**config.mk**
```make
export PLATFORM = sky130hd
export DESIGN_NAME = fc_mem_sequencer
export DESIGN_NICKNAME = d
export VERILOG_FILES = /design/src/rtl/fc_pkg.sv /design/src/rtl/fc_wr_port_mux.sv /design/src/rtl/fc_mem_sequencer.sv
export SDC_FILE = /design/constraint.sdc
export NUM_CORES = 1
export LEC_CHECK = 0
export ABC_AREA = 1
export ABC_CLOCK_PERIOD_IN_PS = 2720
export CAP_MARGIN = 5
export CORE_UTILIZATION = 46
export DETAILED_ROUTE_END_ITERATION = 8
export GPL_ROUTABILITY_DRIVEN = 0
export PLACE_DENSITY = 0.86
export SETUP_SLACK_MARGIN = 0.4
export SYNTH_ARGS = -nofsm -noshare
export SYNTH_HDL_FRONTEND = slang
export SYNTH_HIERARCHICAL = 1
export SYNTH_SLANG_ARGS = --single-unit
```
**constraint.sdc**
```tcl
create_clock -name clk -period 2.72 [get_ports clk]
set_clock_uncertainty 0.05 [all_clocks]
set_input_delay 0.544 -clock clk [delete_from_list [all_inputs] [get_ports clk]]
set_output_delay 0.544 -clock clk [all_outputs]
set_load 0.02 [all_outputs]
```
**src/rtl/fc_pkg.sv**
```systemverilog
// Shared definitions for the FC memory sequencer: FSM state encoding and the
// helper that sizes the memory region select.
package fc_pkg;

  localparam int unsigned STATE_W = 2;

  // Sequencer states; the encoding is visible on the state output.
  typedef enum logic [STATE_W-1:0] {
    ST_IDLE = 2'd0,
    ST_LOAD = 2'd1,
    ST_FWD  = 2'd2,
    ST_BCK  = 2'd3
  } fc_state_e;

  // Region select must address NUM_LAYERS weight regions plus the answer region.
  function automatic int unsigned rgn_width(input int unsigned num_layers);
    return $clog2(num_layers + 1);
  endfunction

endpackage

```
**src/rtl/fc_wr_port_mux.sv**
```systemverilog
// Registered memory write port. Selects the external loader in LOAD and the
// compute engine in FWD/BCK; in IDLE the write enable drops and data/address hold.
// Ports:
//   clk, reset_n            clock, synchronous active-low reset
//   sel                     current sequencer state
//   ex_we/ex_data/ex_addr   external write source
//   eng_we/eng_data/eng_addr compute engine write source
//   mem_we/mem_data/mem_addr registered memory write port
module fc_wr_port_mux
  import fc_pkg::*;
#(
  parameter int unsigned DATA_W = 16,
  parameter int unsigned ADDR_W = 16
) (
  input  logic              clk,
  input  logic              reset_n,
  input  fc_state_e         sel,
  input  logic              ex_we,
  input  logic [DATA_W-1:0] ex_data,
  input  logic [ADDR_W-1:0] ex_addr,
  input  logic              eng_we,
  input  logic [DATA_W-1:0] eng_data,
  input  logic [ADDR_W-1:0] eng_addr,
  output logic              mem_we,
  output logic [DATA_W-1:0] mem_data,
  output logic [ADDR_W-1:0] mem_addr
);

  // Reset wins over any write presented in the same cycle.
  always_ff @(posedge clk) begin
    if (!reset_n) begin
      mem_we   <= 1'b0;
      mem_data <= '0;
      mem_addr <= '0;
    end else begin
      case (sel)
        ST_LOAD: begin
          mem_we   <= ex_we;
          mem_data <= ex_data;
          mem_addr <= ex_addr;
        end
        ST_FWD, ST_BCK: begin
          mem_we   <= eng_we;
          mem_data <= eng_data;
          mem_addr <= eng_addr;
        end
        default: mem_we <= 1'b0;
      endcase
    end
  end

endmodule

```
**src/rtl/fc_mem_sequencer.sv**
```systemverilog
// Sequences memory access for an FC network: external loads into weight or
// answer regions, a layer-by-layer forward pass, and a back-propagation phase.
// Ports:
//   clk, reset_n                       clock, synchronous active-low reset
//   load_req/load_rgn                  external load request and target region
//   ex_we/ex_last/ex_data/ex_addr      external write stream
//   enable                             start forward pass
//   eng_we/eng_data/eng_addr           compute engine write stream
//   layer_done, bck_prop_start, bck_end engine handshakes
//   mem_we/mem_data/mem_addr/mem_rgn   registered memory write port
//   state, busy, load_cnt              status
//   all_end, bck_done, err             one-cycle status pulses
module fc_mem_sequencer
  import fc_pkg::*;
#(
  parameter int unsigned DATA_W     = 16,
  parameter int unsigned ADDR_W     = 16,
  parameter int unsigned NUM_LAYERS = 2,
  parameter int unsigned RGN_W      = rgn_width(NUM_LAYERS)
) (
  input  logic               clk,
  input  logic               reset_n,
  input  logic               load_req,
  input  logic [RGN_W-1:0]   load_rgn,
  input  logic               ex_we,
  input  logic               ex_last,
  input  logic [DATA_W-1:0]  ex_data,
  input  logic [ADDR_W-1:0]  ex_addr,
  input  logic               enable,
  input  logic               eng_we,
  input  logic [DATA_W-1:0]  eng_data,
  input  logic [ADDR_W-1:0]  eng_addr,
  input  logic               layer_done,
  input  logic               bck_prop_start,
  input  logic               bck_end,
  output logic               mem_we,
  output logic [DATA_W-1:0]  mem_data,
  output logic [ADDR_W-1:0]  mem_addr,
  output logic [RGN_W-1:0]   mem_rgn,
  output logic [STATE_W-1:0] state,
  output logic               busy,
  output logic [ADDR_W-1:0]  load_cnt,
  output logic               all_end,
  output logic               bck_done,
  output logic               err
);

  localparam logic [RGN_W-1:0] ANS_RGN    = RGN_W'(NUM_LAYERS);
  localparam logic [RGN_W-1:0] LAST_LAYER = RGN_W'(NUM_LAYERS - 1);

  fc_state_e         state_q, state_d;
  logic [RGN_W-1:0]  layer_q, layer_d;
  logic [RGN_W-1:0]  rgn_d;
  logic [ADDR_W-1:0] cnt_d;
  logic              fwd_valid_q, fwd_valid_d;
  logic              all_end_d, bck_done_d, err_d;

  // State and counter registers.
  always_ff @(posedge clk) begin
    if (!reset_n) begin
      state_q     <= ST_IDLE;
      layer_q     <= '0;
      mem_rgn     <= '0;
      load_cnt    <= '0;
      fwd_valid_q <= 1'b0;
      busy        <= 1'b0;
      all_end     <= 1'b0;
      bck_done    <= 1'b0;
      err         <= 1'b0;
    end else begin
      state_q     <= state_d;
      layer_q     <= layer_d;
      mem_rgn     <= rgn_d;
      load_cnt    <= cnt_d;
      fwd_valid_q <= fwd_valid_d;
      busy        <= (state_d != ST_IDLE);
      all_end     <= all_end_d;
      bck_done    <= bck_done_d;
      err         <= err_d;
    end
  end

  // Next-state and counter logic; IDLE arbitrates load_req > enable > bck_prop_start.
  always_comb begin
    state_d     = state_q;
    layer_d     = layer_q;
    rgn_d       = mem_rgn;
    cnt_d       = load_cnt;
    fwd_valid_d = fwd_valid_q;
    case (state_q)
      ST_IDLE: begin
        if (load_req) begin
          if (load_rgn <= ANS_RGN) begin
            state_d = ST_LOAD;
            rgn_d   = load_rgn;
            cnt_d   = '0;
          end
        end else if (enable) begin
          state_d = ST_FWD;
          layer_d = '0;
          rgn_d   = '0;
        end else if (bck_prop_start && fwd_valid_q) begin
          state_d = ST_BCK;
          rgn_d   = ANS_RGN;
        end
      end
      ST_LOAD: begin
        if (ex_we) begin
          cnt_d = load_cnt + ADDR_W'(1);
          if (ex_last) state_d = ST_IDLE;
        end
      end
      ST_FWD: begin
        if (layer_done) begin
          layer_d = layer_q + RGN_W'(1);
          rgn_d   = mem_rgn + RGN_W'(1);
          if (layer_q == LAST_LAYER) begin
            state_d     = ST_IDLE;
            fwd_valid_d = 1'b1;
          end
        end
      end
      ST_BCK: begin
        if (bck_end) begin
          state_d     = ST_IDLE;
          fwd_valid_d = 1'b0;
        end
      end
      default: state_d = ST_IDLE;
    endcase
  end

  // Status pulse decode; err flags dropped, invalid or out-of-state requests.
  always_comb begin
    all_end_d  = 1'b0;
    bck_done_d = 1'b0;
    err_d      = 1'b0;
    case (state_q)
      ST_IDLE: begin
        if (load_req)
          err_d = (load_rgn > ANS_RGN) || enable || bck_prop_start;
        else if (enable)
          err_d = bck_prop_start;
        else
          err_d = bck_prop_start && !fwd_valid_q;
      end
      ST_FWD: begin
        all_end_d = layer_done && (layer_q == LAST_LAYER);
        err_d     = load_req || enable || bck_prop_start;
      end
      ST_BCK: begin
        bck_done_d = bck_end;
        err_d      = load_req || enable || bck_prop_start;
      end
      default: err_d = load_req || enable || bck_prop_start;
    endcase
  end

  assign state = state_q;

  fc_wr_port_mux #(
    .DATA_W (DATA_W),
    .ADDR_W (ADDR_W)
  ) u_wr_port_mux (
    .clk      (clk),
    .reset_n  (reset_n),
    .sel      (state_q),
    .ex_we    (ex_we),
    .ex_data  (ex_data),
    .ex_addr  (ex_addr),
    .eng_we   (eng_we),
    .eng_data (eng_data),
    .eng_addr (eng_addr),
    .mem_we   (mem_we),
    .mem_data (mem_data),
    .mem_addr (mem_addr)
  );

endmodule
```
Yosys cells after proc, flatten, opt, wreduce, memory -nomap -nowiden

Cells that the tools add are included.

Add/subtract/negate cells: 3
Order comparisons: 2
Equal/unequal tests: 14
Muxes and demuxes: 34
Reductions and logical operators: 21

Operator list:

| cell                    | number |
|---|---|
| $pmux W16 S2            | 3 |
| $mux W16                | 3 |
| $mux W2                 | 17 |
| $add A16 B1 Y16 const B | 1 |
| $ne A2 B2 Y1 const B    | 8 |
| $reduce_and A4 Y1       | 4 |
| $reduce_bool A2 Y1      | 5 |
| $pmux W2 S2             | 2 |
| $pmux W2 S4             | 1 |
| $mux W1                 | 6 |
| $add A2 B1 Y2 const B   | 2 |
| $eq A2 B1 Y1 const B    | 2 |
| $eq A2 B2 Y1 const B    | 2 |
| $logic_or A1 B1 Y1      | 4 |
| $ne A4 B4 Y1 const B    | 1 |
| $pmux W1 S2             | 2 |
| $reduce_and A2 Y1       | 2 |
| $logic_and A1 B1 Y1     | 3 |
| $ne A3 B3 Y1 const B    | 1 |
| $gt A2 B2 Y1 const B    | 1 |
| $le A2 B2 Y1 const B    | 1 |
| $logic_not A2 Y1        | 1 |
| $reduce_or A2 Y1        | 1 |
| $logic_not A1 Y1        | 1 |

Register bits: 60
Output and inout port bits: 57
Word-level logic and storage cells: 86

Longest topological paths before layout

Gate-level depths: netlist of run 1.

Word-level depth: 6
Depth in mapped cells: 9
Mapped depth without buffers: 9

Hierarchy

The synthesis of run 1 kept the hierarchy.

By module, submodules not included:

| module           | instances | cells each | area an instance (µm²) |
|---|---|---|---|
| fc_wr_port_mux   | 1         | 248        | 1696.6 |
| fc_mem_sequencer | 1         | 217        | 1417.6 |

Worst setup path before layout of run 1

No wires, ideal clock.

Kind: register to register
Start: register load_cnt[0]
End: register load_cnt[12]
Data arrival time: 1.318 ns
Required time: 2.557 ns
Slack: 1.239 ns
Stages on the path, launching flop included: 7
Buffers on the path: 0
Cells stage by stage: dfxtp_1 -> ha_1 -> nand3_1 -> nor3_2 -> nand3_1 -> nor2_1 -> nor2_1

Longest elaborated chain between the ends: 3

Ends and longest elaborated chain:

| item                   | line                    | source |
|---|---|---|
| start, declared        | fc_mem_sequencer.sv:42  | `output logic [ADDR_W-1:0] load_cnt,` |
| start signal, assigned | fc_mem_sequencer.sv:74  | `load_cnt <= cnt_d;` |
| $add A16 B1 Y16        | fc_mem_sequencer.sv:109 | `cnt_d = load_cnt + ADDR_W'(1);` |
| $mux W16               | fc_mem_sequencer.sv:108 | `if (ex_we) begin` |
| $pmux W16 S2           | fc_mem_sequencer.sv:90  | `case (state_q)` |

No other way between the ends. The select of a mux whose other input is x is not followed.
A chain may end at the register's enable or synchronous reset.

Final worst setup path of run 1

Start: register state_q[1], in the netlist state[1]
End: output port state[1]

RTL lines:

| item                   | line                   | source |
|---|---|---|
| start, declared        | fc_mem_sequencer.sv:51 | `fc_state_e state_q, state_d;` |
| start signal, assigned | fc_mem_sequencer.sv:71 | `state_q <= state_d;` |
| end, declared          | fc_mem_sequencer.sv:40 | `output logic [STATE_W-1:0] state,` |

No word-level cell between the ends.

==> results of run 1 <==
## power by group
group | switching, mW | internal, mW | leakage, nW
logic | 0.376 | 0.323 | 1.53
registers | 0.0632 | 0.954 | 0.491
clock network | 0.319 | 0.373 | 0.0893
total | 0.759 | 1.65 | 2.11
## placed cells by master, fill, tap and decap left out, types with 2 or more instances in the layout
| cell type | n |
|---|---|
| nand3_2 | 6 |
| nand4_1 | 5 |
| inv_1 | 58 |
| o21ai_0 | 10 |
| inv_2 | 8 |
| nand2_1 | 151 |
| ha_1 | 2 |
| nor2_1 | 30 |
| nand3_1 | 75 |
| dfxtp_1 | 58 |
| clkdlybuf4s50_1 | 132 |
| nor3_1 | 3 |
| buf_4 | 3 |
| clkinv_2 | 2 |
| nor2_4 | 2 |
| clkbuf_1 | 2 |
| a21oi_1 | 17 |
| nand3b_1 | 2 |
| nand2_2 | 6 |
| clkbuf_8 | 11 |
## sequential cells by signal, summed over array words and instances, names as in the netlist, 2 cells and up
signal,flops
u_wr_port_mux/mem_data,16
u_wr_port_mux/mem_addr,16
mem_rgn,2
load_cnt,16
state,2
layer_q,2
## area by class of cell
class	instances	area (um^2)	share of cell area [%]
inverter	66	248	5.44
timing repair buffer	135	1340	29.5
clock buffer	13	159	3.49
multi-input combinational	319	1490	32.7
tap	77	96.3	2.12
clock inverter	2	10.0	0.220
sequential	60	1210	26.5
## worst reg2reg max path, stage by stage (launching register included)
cell	delay (ns)
dfxtp_4	0.52
buf_4	0.34
inv_2	0.09
nor2_4	0.11
nand2_2	0.08
nand2_4	0.20
nand2_1	0.13
o21bai_1	0.15
inv_1	0.05
nor2_1	0.10
## routing by layer
| layer | GRT usage [%] | up-vias | wire, um |
|---|---|---|---|
| met2 | 41.4 | 167 | 4020 |
| met5 | 0 | - | 0 |
| met4 | 9.09 | 0 | 106 |
| met1 | 31.3 | 1472 | 3640 |
| met3 | 5.01 | 10 | 837 |
| li1 | - | 1708 | - |
## through the flow
stage / instances / total power, mW / setup slack, ns / hold slack [ns]
CTS: 672 / 2.43 / 0.421 / 0.416
finish: 672 / 2.41 / 0.508 / 0.423
global route: 672 / 2.54 / 0.450 / 0.458
detailed placement: 657 / 1.73 / 0.649 / 0.405
floorplan: 465 / 1.46 / 1.24 / 0.383
global placement: 657 / 1.71 / 0.743 / 0.393
## cells by family (layout without fill, tap and decap cells)
group / Yosys count / in the layout / share of synthesized area, %
buffers and inverters: 86 / 216 / 13.6
AO/OA/AOI/OAI: 32 / 32 / 5.50
AND/OR/NAND/NOR: 284 / 284 / 41.2
flip-flops: 60 / 60 / 38.6
adder cells (fa/ha/maj): 2 / 2 / 0.803
XOR/XNOR: 1 / 1 / 0.281
## path summary, 6_finish.rpt
kind                            cells after the start       start           end
worst min-delay path                                2  layer_q[1]    layer_q[1]
worst max-delay path                                1    state[1]      state[1]
worst max register to register                      9    state[0]  load_cnt[13]
worst min register to register                      2  layer_q[1]    layer_q[1]
==> results.toml, run 1 <==
[sta]
finalWorstPathRequiredPeriod_ns = 2.21
finalSetupViolCount = 0
rsz0062_at_grt = "no"
fmax_ghz = 0.452
fin_tns_setup_ns = 0
fin_crit_sh_pct = 81.3
tightest_slew_ns = 0.582
final_hold_viol_count = 0
slew_headroom_pct = 61.2
maxSlewViolCount = 0

[pwr]
max-vdd-ir-drop_v = 0.000357
powerDensity_mw_per_mm2 = 529
p_leak_nw = 2.11

[final_layout]
syn_to_final_growth_pct = 46.2
final_util_pct = 70.5
finalInstanceArea_mm2 = 0.00455
fin_nets = 669
diodes = 0
drive_gt1_share_pct = 7.39
fillers = 536

[synth]
yosysTopAreaCell = "dfxtp_1"
syn_area_per_cell_um2 = 6.70
synth-edff-count = 0
yosysMostFrequentCell = "nand2_1"
synth_common_cells = "nand2_1, nand3_1, dfxtp_1, inv_1, nor2_1"
ys_types = 30
netlist_area_mm2 = 0.00311
synth_top_cell_area_share_pct = 38.6
synthArstFlopShare_pct = 0
yosysSeqAreaShare_pct = 38.6
synth_flop_cell = "dfxtp_1"
syn-instance-count = 465
ys_warn_count = 6
synth_seq_cells = 60
synth.area.top_cells = "dfxtp_1, nand2_1, nand3_1"
mappedNetlistNets = 543

[clocking]
worstSkewPairLatency_ns = 0.33
htree_levels = 3
clk_pin_slew_worst_paths_ns = 0.07
cts_made_buffers = 9
clockBufferDepth = 2
cts_tree = "built"
ctsResizeCount = 0
cts_hold_buf = 0
cts_sinks = 60
cts_setup_buffers = 0
clockRootBuffer = "clkbuf_8"

[worst_setup_path]
cp_top_family = "buffers and inverters"
crit_path_max_incr_delay_ns = 0.69
crit_arrival_ns = 1.62
rrSetupSlack_ns = 0.84
crit_type = "flip-flop to output pin"
crit_fanout = 18
worst-path-buf-inv = 1
cp_cell_sequence = "clkdlybuf4s50_1"
slowest_stage = "clkdlybuf4s50_1"
crit_path_start_kind = "flip-flop"
worstSetupEndpointType = "output pin"
critical_path_required_ns = 2.13

[die]
die_h_um = 84.3
rows = 29
core_mm2 = 0.00646
io_pins = 133
initial_utilization_pct = 48.2
dieArea_mm2 = 0.00710
die_x_um = 84.3

[routing]
detail_route.iter0.violations = 195
firstDrtPassIters = 7
drc = 30
wl_um = 8600
ant_nets = 0
drt-vias-per-instance = 5.00
drt-wirelength-per-cell_um = 12.8
num_vias = 3357

[worst_hold_path]
hold_class = "flip-flop to flip-flop"

[placed_design]
port_buffers = 132
hpwl_um = 6040
placed_cell_area_mm2 = 0.00438

[run_status]
failed_checks = "DRC"
status = "finished with violations"

[global_routing]
grt_pass1_wl_um = 14100
grt_start_max_net_pins = 39
grt_remaining_overflow = 0
grt_pass1_vias = 3106
antenna_found_initial = 0
track_usage_pct = 24.6

[run]
cap_violations = 0
No activity file was read; power rests on OpenSTA's default activity.
==> run 2: changes to the inputs <==
Settings changed: ABC_CLOCK_PERIOD_IN_PS 2720 to 2200, CORE_UTILIZATION 46 to 43, PLACE_DENSITY 0.86 to 0.81.
Clock period 2.72 ns to 2.2 ns, I/O delays scaled along.
==> run 2 against run 1 <==
  * Sequential cell count stayed put
  * Register-to-register slack worse by 0.19 ns
  * Sequential share of layout area is 0.17 points lower
  * Core utilization is 4.1 points lower
  * Count of clock-buffer cells in the layout is 1 lower
  * The flow now finishes without violations
  * Power is 20% higher
  * Cell area is 0.66% higher
  * First-iteration DRC count is 46% lower
  * Critical path depth stayed put
  * Combinational power is 23% higher
  * Routed wire length is 0.36% lower
==> results.toml, run 2 (synthesis results as in run 1) <==
[run_status]
status = "complete, no violations"

[sta]
fmax_ghz = 0.567
fin_ws_ns = 0.435
rsz0062_at_grt = "no"
finalSetupViolCount = 0
maxSlewViolCount = 0
tightest_slew_ns = 0.564
slew_headroom_pct = 62.4
fin_tns_setup_ns = 0
finalWorstPathRequiredPeriod_ns = 1.77
fin_crit_sh_pct = 80.2
final_hold_viol_count = 0

[routing]
ant_nets = 0
drt-vias-per-instance = 4.78
num_vias = 3295
wl_um = 8570
drt-wirelength-per-cell_um = 12.4
drc = 0
detail_route.iter0.violations = 105
firstDrtPassIters = 5

[worst_setup_path]
crit_fanout = 2
rrSetupSlack_ns = 0.65
crit_path_max_incr_delay_ns = 0.62
worstSetupEndpointType = "output pin"
crit_path_start_kind = "flip-flop"
cp_top_family = "buffers and inverters"
worst-path-buf-inv = 1
slowest_stage = "clkdlybuf4s50_1"
crit_arrival_ns = 1.28
crit_type = "flip-flop to output pin"
cp_cell_sequence = "clkdlybuf4s50_1"
critical_path_required_ns = 1.71

[clocking]
clockBufferDepth = 2
cts_setup_buffers = 0
clockRootBuffer = "clkbuf_8"
cts_made_buffers = 9
clk_pin_slew_worst_paths_ns = 0.06
cts_tree = "built"
htree_levels = 3
worstSkewPairLatency_ns = 0.32
cts_sinks = 60
cts_hold_buf = 0

[final_layout]
syn_to_final_growth_pct = 47.1
fin_nets = 670
reg.largest.list = "load_cnt: 16 flops, u_wr_port_mux/mem_addr: 16 flops, u_wr_port_mux/mem_data: 16 flops"
fillers = 642
layout_commonest_cell = "nand2_1"
area.sequential_mm2 = 0.00121
drive_gt1_share_pct = 7.08
mostFrequentLayoutCells = "nand2_1, clkdlybuf4s50_1, nand3_1, inv_1, dfxtp_1"
diodes = 0
multi_input_area_mm2 = 0.00149

[global_routing]
track_usage_pct = 22.5
grt_pass1_vias = 3013
grt_remaining_overflow = 0
grt_start_max_net_pins = 39
antenna_found_initial = 0
grt_pass1_wl_um = 13500

[die]
die_h_um = 87.1
core_mm2 = 0.00691
io_pins = 133
die_x_um = 87.1
rows = 30
initial_utilization_pct = 45.1
dieArea_mm2 = 0.00759

[worst_hold_path]
hold_class = "flip-flop to flip-flop"

[placed_design]
preCtsSetupSlack_ns = 0.256
hpwl_um = 6000
port_buffers = 132

[pwr]
max-vdd-ir-drop_v = 0.000287
p_leak_nw = 2.41
powerDensity_mw_per_mm2 = 631

[run]
cap_violations = 0
==> run 2: cell count changes in the layout (fill, tap and decap cells not counted) <==
| cell | before | now |
|---|---|---|
| buf_12 | 0 | 1 |
| clkbuf_8 | 11 | 10 |
| clkdlybuf4s50_1 | 132 | 101 |
| clkinv_2 | 2 | 0 |
| dlygate4sd2_1 | 0 | 18 |
| dlymetal6s2s_1 | 0 | 13 |
==> run 2: what timing repair did <==
action                                  in CTS  in global routing
endpoints found under the setup margin      19                 13
endpoints found under the hold margin        0                  0
gates cloned                                 0                  0
resized for setup                           19                 13
==> run 2: per-layer routing <==
layer | wire, um | vias to the layer above | global-route usage [%] | share of wire, %
li1 | - | 1709 | - | -
met5 | 0 | - | 0 | 0
met2 | 4090 | 105 | 40.1 | 48
met4 | 82 | 0 | 6.41 | 0.96
met3 | 618 | 8 | 6.82 | 7.2
met1 | 3780 | 1473 | 25.9 | 44
==> run 2: where the power goes <==
group | switching, mW | internal (mW) | total (mW)
sequential | 0.0604 | 1.18 | 1.24
combinational | 0.472 | 0.389 | 0.861
clock | 0.375 | 0.415 | 0.790
total | 0.907 | 1.98 | 2.89
==> run 2: worst paths after layout <==
kind | from | endpoint | cells past startpoint
max reg2reg | load_cnt[0] | load_cnt[12] | 7
min reg2reg | layer_q[1] | layer_q[1] | 2
min | layer_q[1] | layer_q[1] | 2
max | u_wr_port_mux/mem_data[7] | mem_data[7] | 1
==> run 2: through the flow <==
| step | power, mW | cell area [um^2] | cells | utilization [%] | hold slack, ns |
|---|---|---|---|---|---|
| finish | 2.89 | 4580 | 689 | 66.3 | 0.407 |
| global route | 3.07 | 4580 | 689 | 66.3 | 0.444 |
| CTS | 2.93 | 4550 | 689 | 65.9 | 0.414 |
| detailed placement | 2.14 | 4420 | 677 | 64.1 | 0.408 |
| global placement | 2.13 | 4420 | 677 | 64.1 | 0.396 |
| floorplan | 1.80 | 3110 | 465 | - | 0.383 |
==> run 2: area by class of cell <==
cell class | instances | area share, %
multi-input cells | 319 | 32.5
well taps | 96 | 2.62
clock buffers | 12 | 3.17
inverters | 66 | 5.41
flip-flops and latches | 60 | 26.3
repair buffers | 136 | 30.0
==> run 3: changes to the inputs <==
Settings changed: ABC_CLOCK_PERIOD_IN_PS 2200 to 1600, CORE_UTILIZATION 43 to 39, PLACE_DENSITY 0.81 to 0.78.
Clock period 2.2 ns to 1.6 ns, I/O delays scaled along.
==> run 3 against run 2 <==
  * Routed wire length up 45%
  * Power up 71%
  * Register-to-register slack worse by 0.54 ns
  * Critical endpoint is now load_cnt[10]
==> results.toml, run 3 (synthesis results as in run 1) <==
[die]
die_h_um = 91.4
dieArea_mm2 = 0.00835
rows = 32
io_pins = 133
core_mm2 = 0.00773
initial_utilization_pct = 40.3
die_x_um = 91.4

[sta]
fin_crit_sh_pct = 93.3
slew_headroom_pct = 76.6
tightest_slew_ns = 0.350
fmax_ghz = 0.670
maxSlewViolCount = 0
fin_ws_ns = 0.106
finalSetupViolCount = 0
finalWorstPathRequiredPeriod_ns = 1.49
final_hold_viol_count = 0
rsz0062_at_grt = "yes"
whs_ns = 0.366
fin_tns_setup_ns = 0

[clocking]
cts_sinks = 60
clk_pin_slew_worst_paths_ns = 0.07
htree_levels = 3
cts_hold_buf = 0
clockBufferDepth = 2
cts_tree = "built"
cts_made_buffers = 9
clockRootBuffer = "clkbuf_8"
worstSkewPairLatency_ns = 0.34

[worst_setup_path]
rrSetupSlack_ns = 0.11
crit_arrival_ns = 1.71
crit_type = "flip-flop to flip-flop"
critical_path_required_ns = 1.82
worstSetupEndpointType = "flip-flop"
reg2regPathDepth = 6
crit_path_start_kind = "flip-flop"
crit_fanout = 5
regToRegEndpoint = "load_cnt[10]"
reg2reg_from = "load_cnt[0]"

[pwr]
p_leak_nw = 3.07
powerDensity_mw_per_mm2 = 829
max-vdd-ir-drop_v = 0.000424

[worst_hold_path]
hold-path-endpoint = "mem_rgn[1]"
hold_depth = 3
min_from = "reset_n"
hold_class = "primary input to flip-flop"

[final_layout]
reg.largest.list = "load_cnt: 16 flops, u_wr_port_mux/mem_addr: 16 flops, u_wr_port_mux/mem_data: 16 flops"
fin_nets = 740
final_util_pct = 77.1
drive_gt1_share_pct = 45.9
fillers = 473
layout_commonest_cell = "nand2_1"
diodes = 0
finalInstanceArea_mm2 = 0.00596
syn_to_final_growth_pct = 91.2
mostFrequentLayoutCells = "nand2_1, clkdlybuf4s50_1, buf_4, inv_1, nand3_1"

[routing]
num_vias = 3935
drt-wirelength-per-cell_um = 16.2
ant_nets = 0
detail_route.iter0.violations = 189
drc = 0
firstDrtPassIters = 4
wl_um = 12500
drt-vias-per-instance = 5.12

[placed_design]
placed_cell_area_mm2 = 0.00457
port_buffers = 132
preCtsSetupSlack_ns = -0.255
hpwl_um = 6530

[global_routing]
grt_start_max_net_pins = 22
track_usage_pct = 23.9
grt_remaining_overflow = 0
grt_pass1_vias = 3439
grt_pass1_wl_um = 15900
antenna_found_initial = 0

[run_status]
status = "complete, no violations"

[run]
cap_violations = 0
run 3: changes by cell type in the layout (fill, tap and decap cells not counted), moves of 31 or more:
cell	before	now
dfxtp_2	1	33
nand3_1	75	44
buf_6	0	42
dfxtp_1	58	14
nand2_1	151	109
buf_4	3	66
run 3: how the worst max path moves through the flow:
stage / from / end / slack (ns) / cells after the start
6_report: load_cnt[0] / load_cnt[10] / 0.11 / 6
3_3_place_gp: load_req / load_cnt[13] / -0.17 / 8
2_1_floorplan: load_cnt[1] / load_cnt[12] / 0.33 / 6
3_5_place_dp: load_req / load_cnt[11] / -0.25 / 8
5_1_grt: load_cnt[0] / load_cnt[10] / 0.09 / 6
4_1_cts: state[1] / load_cnt[13] / 0.27 / 7
run 3: routing by layer:
metal / vias up / global-route usage [%] / share of wire (%)
met5: - / 0 / 0
met4: 0 / 10.7 / 3.6
met3: 39 / 4.94 / 6.5
met2: 189 / 41.9 / 52
met1: 1842 / 28.0 / 38
li1: 1865 / - / -
run 3: area by class of cell:
type,instances,area (um^2),area share [%]
Timing Repair inverter,1,7.51,0.126
Multi-Input combinational cell,322,2030,34.1
Sequential cell,60,1290,21.7
Timing Repair Buffer,202,2070,34.7
Clock inverter,2,10.0,0.168
Clock buffer,13,159,2.67
Inverter,66,263,4.41
Tap cell,102,128,2.14
run 3: power breakdown:
| part | total (mW) | switching [mW] | internal, mW |
|---|---|---|---|
| clock network | 1.23 | 0.596 | 0.634 |
| registers | 1.75 | 0.121 | 1.63 |
| logic | 1.96 | 0.984 | 0.975 |
run 3: stage by stage:
step,instances,power [mW]
finish,768,4.94
global route,768,5.14
CTS,727,4.30
detailed placement,695,3.03
global placement,695,3.00
floorplan,465,2.49
run 3: repair_timing:
item,in CTS,in global routing
cloned,3,8
gates resized for setup,335,177
endpoints found under the hold margin,0,0
buffers inserted,14,33
pin swaps,12,14
setup endpoints to repair,114,102
run 3: critical path, cell delays in order (launching register included):
cell     delay (ns)
dfxtp_4        0.39
ha_4           0.16
nand3_4        0.07
nor3_4         0.34
buf_4          0.18
nand4_1        0.07
a21oi_1        0.15
==> variant, RTL diff (flow settings as in run 2) <==
`ADDR_W` is set to 16 in 2 places; all go to 15.
--- a/src/rtl/fc_wr_port_mux.sv
+++ b/src/rtl/fc_wr_port_mux.sv
@@ -10,7 +10,7 @@
   import fc_pkg::*;
 #(
   parameter int unsigned DATA_W = 16,
-  parameter int unsigned ADDR_W = 16
+  parameter int unsigned ADDR_W = 15
 ) (
   input  logic              clk,
   input  logic              reset_n,
--- a/src/rtl/fc_mem_sequencer.sv
+++ b/src/rtl/fc_mem_sequencer.sv
@@ -14,7 +14,7 @@
   import fc_pkg::*;
 #(
   parameter int unsigned DATA_W     = 16,
-  parameter int unsigned ADDR_W     = 16,
+  parameter int unsigned ADDR_W     = 15,
   parameter int unsigned NUM_LAYERS = 2,
   parameter int unsigned RGN_W      = rgn_width(NUM_LAYERS)
 ) (
Interface: changed (resized eng_addr, ex_addr, load_cnt and mem_addr); port bits go from 133 to 129. The function was not compared with the original's and may differ.
==> variant against run 2 <==
  * The flow now finishes with violations (design-rule violations)
  * Final area shrank 2.8%
  * Count of clock-buffer cells in the layout shrank 1
  * Wire length shrank 2.1%
  * Sequential power shrank 5%
  * Total power grew 4.9%
  * Die area shrank 5.0%
  * Sequential cell count shrank 2
  * Area after synthesis shrank 5.1%
  * Worst setup slack lost 0.0039 ns
  * Non-clock buffer count shrank 3
  * Largest power group unchanged
==> variant: results (changes against run 2) <==
Gate Count Post-Synth=456 (was 465); Largest stage delay, worst path=0.62 ns (about the same); hpwl dp=5830 µm (was 6000 µm); Post-Place Cells=645 (was 677); most frequent cells after synthesis=nand2_1, nand3_1, dfxtp_1, inv_1, nor2_1 (unchanged); Met3 Wirelength=664 µm (was 618 µm); layout cell share with drive strength beyond 1=5.82% (was 7.08%); P_leak=2.37 nW (was 2.41 nW); failing checks=design-rule violations; R2R Path End=u_wr_port_mux/mem_data[12]$_SDFFE_PN0P_ (was load_cnt[12]$_SDFFE_PN0P_); VDD IR max=0.000391 V (was 0.000287 V); Critical R2R Launch=state[1]$_SDFF_PN0_ (was load_cnt[0]$_SDFFE_PN0P_); post-synth net total=532 (was 543); Worst Min Path Start=layer_q[1]$_SDFFE_PN0P_ (unchanged); Top Registers=u_wr_port_mux/mem_data: 16 flops, load_cnt: 15 flops, u_wr_port_mux/mem_addr: 15 flops (was load_cnt: 16 flops, u_wr_port_mux/mem_addr: 16 flops, u_wr_port_mux/mem_data: 16 flops); status=complete, but fails checks (was complete, no violations); Layout Cells excl Fill=661 (was 689); ys async rst share=0% (unchanged); register area share after synthesis=39.3% (was 38.6%); Synth cell types=27 (was 30); met2 wire length=3960 µm (was 4090 µm); GRT Total Usage=23.7% (was 22.5%); pin count of the biggest net entering global routing=36 (was 39); PostCTS Resize Cnt=22 (was 19); CTS root buf=clkbuf_8 (unchanged); 1st-iter DRT viols=141 (was 105); PortBufs=128 (was 132); first-pass GRT wire length=13600 µm (was 13500 µm); M1 WL=3650 µm (was 3780 µm); Critical Path Source=u_wr_port_mux/mem_data[14]$_SDFFE_PN0P_ (was u_wr_port_mux/mem_data[7]$_SDFFE_PN0P_); DRT Pass-1 Iters=8 (was 5); Slew HR=62.4% (about the same); R2R depth=6 (was 7); antenna cells=0 (unchanged); largest cells by area after synthesis=dfxtp_1, nand2_1, nand3_1 (unchanged); vias in the first global route=3050 (was 3013); worst min path class=register to register (unchanged); FF-to-FF setup slack=0.65 ns (about the same); routed wire length per instance=12.7 µm (was 12.4 µm); CTS clk-pin slew, worst paths=about 0.070 ns; vias per cell=4.98 (was 4.78); fillers=568 (was 642); DRC=14 (was 0)
## variant: cell types whose count changed after synthesis, moves of 4 or more
cell	run 2	this run
nor2_1	30	38
nand4_1	5	1
nand2_2	6	0
nand3_2	6	2
inv_2	8	4
nand3_1	75	82
inv_1	58	54
## variant: layout make-up
type                    instances  area share [%]
repair buffers                133            29.8
clock buffers                  11            3.17
inverters                      58            4.89
flip-flops and latches         58            26.1
multi-input cells             319            32.1
well taps                      77            2.16
clock inverters                 5            1.74
## variant: per-stage QoR
stage | worst slack [ns] | area, µm² | power, W | util, % | hold WS (ns)
global placement | 0.205 | 4230 | 0.00197 | 65.1 | 0.400
CTS | 0.400 | 4420 | 0.00307 | 68.0 | 0.429
detailed placement | 0.104 | 4230 | 0.00198 | 65.1 | 0.419
global route | 0.394 | 4460 | 0.00319 | 68.6 | 0.472
floorplan | 0.737 | 2950 | 0.00165 | - | 0.383
finish | 0.431 | 4460 | 0.00303 | 68.6 | 0.426
## variant: power by group
part           total, W  internal [W]  switching [W]
Clock           0.00109      0.000665       0.000421
Combinational  0.000770      0.000348       0.000421
Sequential      0.00118       0.00113      0.0000479
## variant: cell families (layout without fill, tap and decap cells)
family,Yosys count,in the layout,share of synthesized area [%]
AO/OA/AOI/OAI,31,31,5.68
adder cells (fa/ha/maj),2,2,0.847
AND/OR/NAND/NOR,285,285,41.6
buffers and inverters,79,207,12.2
XOR/XNOR,1,1,0.297
flip-flops,58,58,39.3
## variant: metal layers
metal / vias to the layer above / global-route usage (%)
li1: 1679 / -
met1: 1488 / 29.1
met2: 117 / 41.2
met3: 10 / 4.67
met4: 0 / 8.94
met5: - / 0
## variant: how the worst max path moves through the flow
stage                                      to  cells past startpoint  slack (ns)
global route                      mem_addr[5]                      1        0.39
detailed placement   load_cnt[4]$_SDFFE_PN0P_                      7        0.10
floorplan           load_cnt[10]$_SDFFE_PN0P_                      8        0.74
CTS                               mem_addr[2]                      1        0.40
global placement     load_cnt[5]$_SDFFE_PN0P_                      7        0.20
finish                           mem_data[14]                      1        0.43
